**config.mk**
```make
export PLATFORM = sky130hd
export DESIGN_NAME = wb_queue_flat
export DESIGN_NICKNAME = d
export VERILOG_FILES = /design/src/rtl/wb_queue_pkg.sv /design/src/rtl/wb_queue_if.sv /design/src/rtl/wb_match.sv /design/src/rtl/wb_queue.sv /design/src/flat_wrapper.sv
export SDC_FILE = /design/constraint.sdc
export NUM_CORES = 1
export LEC_CHECK = 0
export ABC_AREA = 1
export CELL_PAD_IN_SITES_DETAIL_PLACEMENT = 1
export CELL_PAD_IN_SITES_GLOBAL_PLACEMENT = 1
export CORE_UTILIZATION = 44
export DETAILED_ROUTE_END_ITERATION = 6
export PLACE_DENSITY_LB_ADDON = 0.1
export SLEW_MARGIN = 20
export SYNTH_ARGS = -nofsm -noshare
export SYNTH_HDL_FRONTEND = slang
export SYNTH_SLANG_ARGS = --single-unit
```
**constraint.sdc**
```tcl
create_clock -name clk -period 3.9 [get_ports clk]
set_clock_uncertainty 0.05 [all_clocks]
set_input_delay 0.78 -clock clk [delete_from_list [all_inputs] [get_ports clk]]
set_output_delay 0.78 -clock clk [all_outputs]
set_load 0.02 [all_outputs]
```
**src/rtl/wb_queue_pkg.sv**
```systemverilog
// Shared CPU types for the write-back queue: register index/data widths and the pending entry.
package wb_queue_pkg;

  localparam int unsigned RegAddrW = 5;
  localparam int unsigned RegDataW = 32;

  typedef logic [RegAddrW-1:0] regAddr_t;
  typedef logic [RegDataW-1:0] regData_t;

  typedef struct packed {
    regAddr_t addr;
    regData_t data;
  } wbEntry_t;

endpackage

```
**src/rtl/wb_queue_if.sv**
```systemverilog
// Request / register-file write bundle for wb_queue.
// Bypass query signals exist only when WB_QUEUE_BYPASS_EN is defined.
interface wb_queue_if #(
  parameter int unsigned DEPTH = 4
);
  import wb_queue_pkg::*;

  logic                   in_valid;
  regAddr_t               in_addr;
  regData_t               in_data;
  logic                   in_ready;
  logic                   RegWrite;
  regAddr_t               WriteAddr;
  regData_t               WriteData;
  logic [$clog2(DEPTH):0] count;
`ifdef WB_QUEUE_BYPASS_EN
  regAddr_t               RsAddr;
  regAddr_t               RtAddr;
  logic                   RsHit;
  logic                   RtHit;
  regData_t               RsFwd;
  regData_t               RtFwd;
`endif

  modport master (
    output in_valid, in_addr, in_data,
    input  in_ready, RegWrite, WriteAddr, WriteData, count
`ifdef WB_QUEUE_BYPASS_EN
    ,
    output RsAddr, RtAddr,
    input  RsHit, RtHit, RsFwd, RtFwd
`endif
  );

  modport slave (
    input  in_valid, in_addr, in_data,
    output in_ready, RegWrite, WriteAddr, WriteData, count
`ifdef WB_QUEUE_BYPASS_EN
    ,
    input  RsAddr, RtAddr,
    output RsHit, RtHit, RsFwd, RtFwd
`endif
  );

endinterface

```
**src/rtl/wb_match.sv**
```systemverilog
// Youngest-match search over pending entries supplied oldest-first (index 0 = head).
module wb_match
  import wb_queue_pkg::*;
#(
  parameter int unsigned DEPTH = 4
) (
  input  wbEntry_t [DEPTH-1:0] entries,
  input  logic     [DEPTH-1:0] valid,
  input  regAddr_t             query,
  output logic                 hit,
  output regData_t             fwd
);

  // Later (younger) matches overwrite earlier ones; register 0 is never pending.
  always_comb begin
    hit = 1'b0;
    fwd = '0;
    for (int i = 0; i < int'(DEPTH); i++) begin
      if (valid[i] && (query != '0) && (entries[i].addr == query)) begin
        hit = 1'b1;
        fwd = entries[i].data;
      end
    end
  end

endmodule

```
**src/rtl/wb_queue.sv**
```systemverilog
// Pending register-write queue: accepts writes, retires one per cycle in order.
// Optional forwarding of pending data to Rs/Rt queries under WB_QUEUE_BYPASS_EN.
module wb_queue
  import wb_queue_pkg::*;
#(
  parameter int unsigned DEPTH = 4
) (
  input logic       clk,
  input logic       rst,
  wb_queue_if.slave bus
);

  localparam int unsigned PtrW = $clog2(DEPTH);
  localparam int unsigned CntW = PtrW + 1;

  wbEntry_t          mem [DEPTH];
  logic [PtrW-1:0]   wrPtrQ, wrPtrD;
  logic [PtrW-1:0]   rdPtrQ, rdPtrD;
  logic [CntW-1:0]   countQ, countD;
  logic              inReady;
  logic              push;
  logic              pop;

  assign inReady = (countQ != CntW'(DEPTH));
  // Writes to register 0 are acknowledged but never stored.
  assign push    = bus.in_valid && inReady && (bus.in_addr != '0);
  assign pop     = (countQ != '0);

  always_comb begin
    wrPtrD = wrPtrQ;
    rdPtrD = rdPtrQ;
    countD = countQ;
    if (push) begin
      wrPtrD = wrPtrQ + 1'b1;
    end
    if (pop) begin
      rdPtrD = rdPtrQ + 1'b1;
    end
    case ({push, pop})
      2'b10:   countD = countQ + 1'b1;
      2'b01:   countD = countQ - 1'b1;
      default: countD = countQ;
    endcase
  end

  always_ff @(posedge clk or posedge rst) begin
    if (rst) begin
      wrPtrQ <= '0;
      rdPtrQ <= '0;
      countQ <= '0;
    end else begin
      wrPtrQ <= wrPtrD;
      rdPtrQ <= rdPtrD;
      countQ <= countD;
    end
  end

  always_ff @(posedge clk) begin
    if (push) begin
      mem[wrPtrQ] <= '{addr: bus.in_addr, data: bus.in_data};
    end
  end

  always_comb begin
    bus.in_ready  = inReady;
    bus.count     = countQ;
    bus.RegWrite  = 1'b0;
    bus.WriteAddr = '0;
    bus.WriteData = '0;
    if (pop) begin
      bus.RegWrite  = 1'b1;
      bus.WriteAddr = mem[rdPtrQ].addr;
      bus.WriteData = mem[rdPtrQ].data;
    end
  end

`ifdef WB_QUEUE_BYPASS_EN
  wbEntry_t [DEPTH-1:0] ageOrd;
  logic     [DEPTH-1:0] ageVld;

  always_comb begin
    for (int i = 0; i < int'(DEPTH); i++) begin
      ageOrd[i] = mem[rdPtrQ + PtrW'(i)];
      ageVld[i] = (CntW'(i) < countQ);
    end
  end

  wb_match #(
    .DEPTH (DEPTH)
  ) u_rs_match (
    .entries (ageOrd),
    .valid   (ageVld),
    .query   (bus.RsAddr),
    .hit     (bus.RsHit),
    .fwd     (bus.RsFwd)
  );

  wb_match #(
    .DEPTH (DEPTH)
  ) u_rt_match (
    .entries (ageOrd),
    .valid   (ageVld),
    .query   (bus.RtAddr),
    .hit     (bus.RtHit),
    .fwd     (bus.RtFwd)
  );
`endif

endmodule
```
**src/flat_wrapper.sv**
```systemverilog
// flat-port wrapper written by rule: the top's interface ports become plain ports
module wb_queue_flat import wb_queue_pkg::*;
#(
  parameter int unsigned DEPTH = 4
)
  (clk, rst, bus_in_valid, bus_in_addr, bus_in_data, bus_in_ready, bus_RegWrite, bus_WriteAddr, bus_WriteData, bus_count);
  wb_queue_if #(.DEPTH(DEPTH)) bus_i ();
  input logic clk;
  input logic rst;
  input wire logic [$bits(bus_i.in_valid)-1:0] bus_in_valid;
  input wire logic [$bits(bus_i.in_addr)-1:0] bus_in_addr;
  input wire logic [$bits(bus_i.in_data)-1:0] bus_in_data;
  output wire logic [$bits(bus_i.in_ready)-1:0] bus_in_ready;
  output wire logic [$bits(bus_i.RegWrite)-1:0] bus_RegWrite;
  output wire logic [$bits(bus_i.WriteAddr)-1:0] bus_WriteAddr;
  output wire logic [$bits(bus_i.WriteData)-1:0] bus_WriteData;
  output wire logic [$bits(bus_i.count)-1:0] bus_count;
  assign bus_i.in_valid = bus_in_valid;
  assign bus_i.in_addr = bus_in_addr;
  assign bus_i.in_data = bus_in_data;
  assign bus_in_ready = bus_i.in_ready;
  assign bus_RegWrite = bus_i.RegWrite;
  assign bus_WriteAddr = bus_i.WriteAddr;
  assign bus_WriteData = bus_i.WriteData;
  assign bus_count = bus_i.count;
  wb_queue #(.DEPTH(DEPTH)) u_core (.clk(clk), .rst(rst), .bus(bus_i));
endmodule
```
==> flow_summary.toml <==
[run_status]
outcome = "complete, no violations"

[global_routing]
grt_pass1_vias = 4417
grt_overflow = 0
grt_pass1_wl_mm = 22.1
groute.usage.overall = 0.203
antenna_found_initial = 0
grt_max_degree = 77

[placement]
gp_congestion = 0.703
hpwl_mm = 7.87
dpl_cell_area_mm2 = 0.00727
port_buffers = 81

[logic_synthesis]
syn-num-nets = 575
ys_top_cells_by_count = "158 x nand2_1, 148 x edfxtp_1, 80 x nor2_1"
ys_seq_area_frac = 0.729
synth_largest_area_cell = "edfxtp_1"
synth-seq-cells = 155
synth_most_common_cell = "nand2_1"
syn_avg_cell_area_um2 = 12.0
yosysTopAreaCellShare = 0.702
syn_inst = 529
synthArstFlopShare = 0.0452
synth-edff-count = 148
synthFlopType = "edfxtp_1"
syn_area_mm2 = 0.00633
synth.distinct_cells = 24
yosysWarningCount = 0
ys_top_cells_by_area = "edfxtp_1 70%, nand2_1 9.4%, nor2_1 4.7%, a21oi_1 2.8%, dfrtp_1 2.8%"

[die]
die_y_um = 122
fp.coreArea_mm2 = 0.0140
io_pins = 82
num_rows = 43
die_area_mm2 = 0.0149
start_util = 0.453
die_x_um = 122

[critical_path]
worst_path_most_repeated_cell = "nor2_1"
cp_top_family = "buffers and inverters"
path_max_fanout = 76
cpPeakStageDelay_ps = 660
critPathArrivalTime_ps = 2670
cp_num_buf_inv = 2
crit_type = "reg -> out"
end_kind = "primary output"
crit_chain = "buf_4, nor2_1, nor2_1, o21ai_1, a21oi_1, clkdlybuf4s50_1"
crit_required_ps = 3070
cp_slowest_cell = "buf_4"
start_kind = "flip-flop"
reg2reg_slack_ps = 1490

[power]
peakVddDrop_uv = 447
powerDensity_mw_per_mm2 = 855
leakage_nw = 2.88

[sta]
finalSetupTns_ps = 0
finalHoldViolations = 0
maxSlewViolCount = 0
fmax_ghz = 0.286
finalCriticalPeriod_ps = 3500
grt_setup_unrepaired = "false"
tightest_slew_ps = 809
fin_crit_sh = 0.898
max-slew-margin-rel = 0.460
setup_viol = 0

[layout]
nets = 656
area.growth.synth_to_final_pct = 23.3
drive_above_1_share = 0.0722
design_area_mm2 = 0.00781
diodes = 0

[clock_tree]
cts_tree = "built"
cts.sinks = 155
cts-root-buf = "clkbuf_16"
postCtsSetupBuffers = 0
htree_num_levels = 4
ctsHoldBuffers = 0
clkTransAtPathRegs_ps = 60
clk_latency_ps = 410
cts-buffers-inserted = 17
ctsResizeCount = 0
clockBufferDepth = 2

[flow_run]
drv_cap = 0

[route]
ant_nets = 0
drt-vias-per-instance = 5.07
drt_wl_total_mm = 14.0
first_iter_violations = 280
drtPass1Iterations = 4
wire_per_inst_um = 17.5
vias = 4070
drc_errors = 0

[min_path]
hold_path.class = "reg -> reg"
[layout make-up]
type	instances	area, um2
multi-input cells	330	1470
clock inverters	11	103
well taps	180	225
flip-flops and latches	155	4620
inverters	16	62.6
repair buffers	90	891
clock buffers	21	440
fillers	1458	6180
[worst register-to-register path, delay by kind of cell, from the launching register on]
family	cells	cell delay [ps]
compound gates	1	140
xor+xnor	1	180
fa+ha+maj	2	660
buf+inv	2	140
flops	1	430
simple gates	4	730
[where the power goes]
part	switching, mW	internal, mW
Sequential	0.0997	2.19
Clock	0.596	0.927
Combinational	1.79	1.08
Total	2.48	4.19
[metrics by stage]
step,total power [mW],hold WS (ps),setup WS (ps),utilization,std cells
floorplan,4.12,442,686,-,529
global placement,5.12,484,818,0.519,771
detailed placement,5.21,493,723,0.519,771
CTS,6.77,504,341,0.558,803
global route,7.09,526,178,0.558,803
finish,6.68,502,398,0.558,803
[cells by family (layout without fill, tap and decap cells)]
family / Yosys count / after routing / share of synthesized area
and+or+nand+nor: 244 / 244 / 0.147
DFF: 155 / 155 / 0.729
AOI/OAI and AO/OA: 76 / 76 / 0.0612
buffers and inverters: 44 / 138 / 0.0440
adders and majority gates: 6 / 6 / 0.0130
xor gates and xnor gates: 4 / 4 / 0.00553
[routing by layer]
metal | global-route usage | part of all wire | up-vias
met1 | 0.237 | 0.43 | 2018
met3 | 0.0435 | 0.040 | 8
met5 | 0 | 0 | -
met4 | 0.100 | 0.0095 | 0
li1 | - | - | 1957
met2 | 0.353 | 0.52 | 87
[path summary, 6_finish.rpt]
kind	from	to	cells after the start
max	u_core.rdPtrQ[0]	bus_WriteData[29]	6
min	u_core.bus.count[0]	u_core.bus.count[0]	1
max reg2reg	u_core.bus.count[0]	u_core.bus.count[2]	10
min reg2reg	u_core.bus.count[0]	u_core.bus.count[0]	1
max in group asynchronous	rst	u_core.rdPtrQ[0]	2
min in group asynchronous	rst	u_core.bus.count[1]	2
[flip-flops by register name, indices dropped and copies added (netlist names)]
name / cells
u_core.wrPtrQ: 2
u_core.rdPtrQ: 2
u_core.mem: 148
u_core.bus.count: 3
[placed cells by master, fill, tap and decap left out, drive strengths merged]
| cell | n |
|---|---|
| xor2 | 3 |
| clkdlybuf4s50 | 81 |
| edfxtp | 148 |
| o21ai | 38 |
| clkinvlp | 1 |
| inv | 16 |
| a21oi | 38 |
| bufinv | 2 |
| nand3b | 2 |
| nand3 | 2 |
| clkinv | 8 |
| dfrtp | 7 |
| nand2 | 159 |
| buf | 9 |
| xnor2 | 1 |
| fa | 1 |
| clkbuf | 21 |
| nor2 | 81 |
| ha | 5 |
Note: power is estimated with default switching activity, not from simulation.
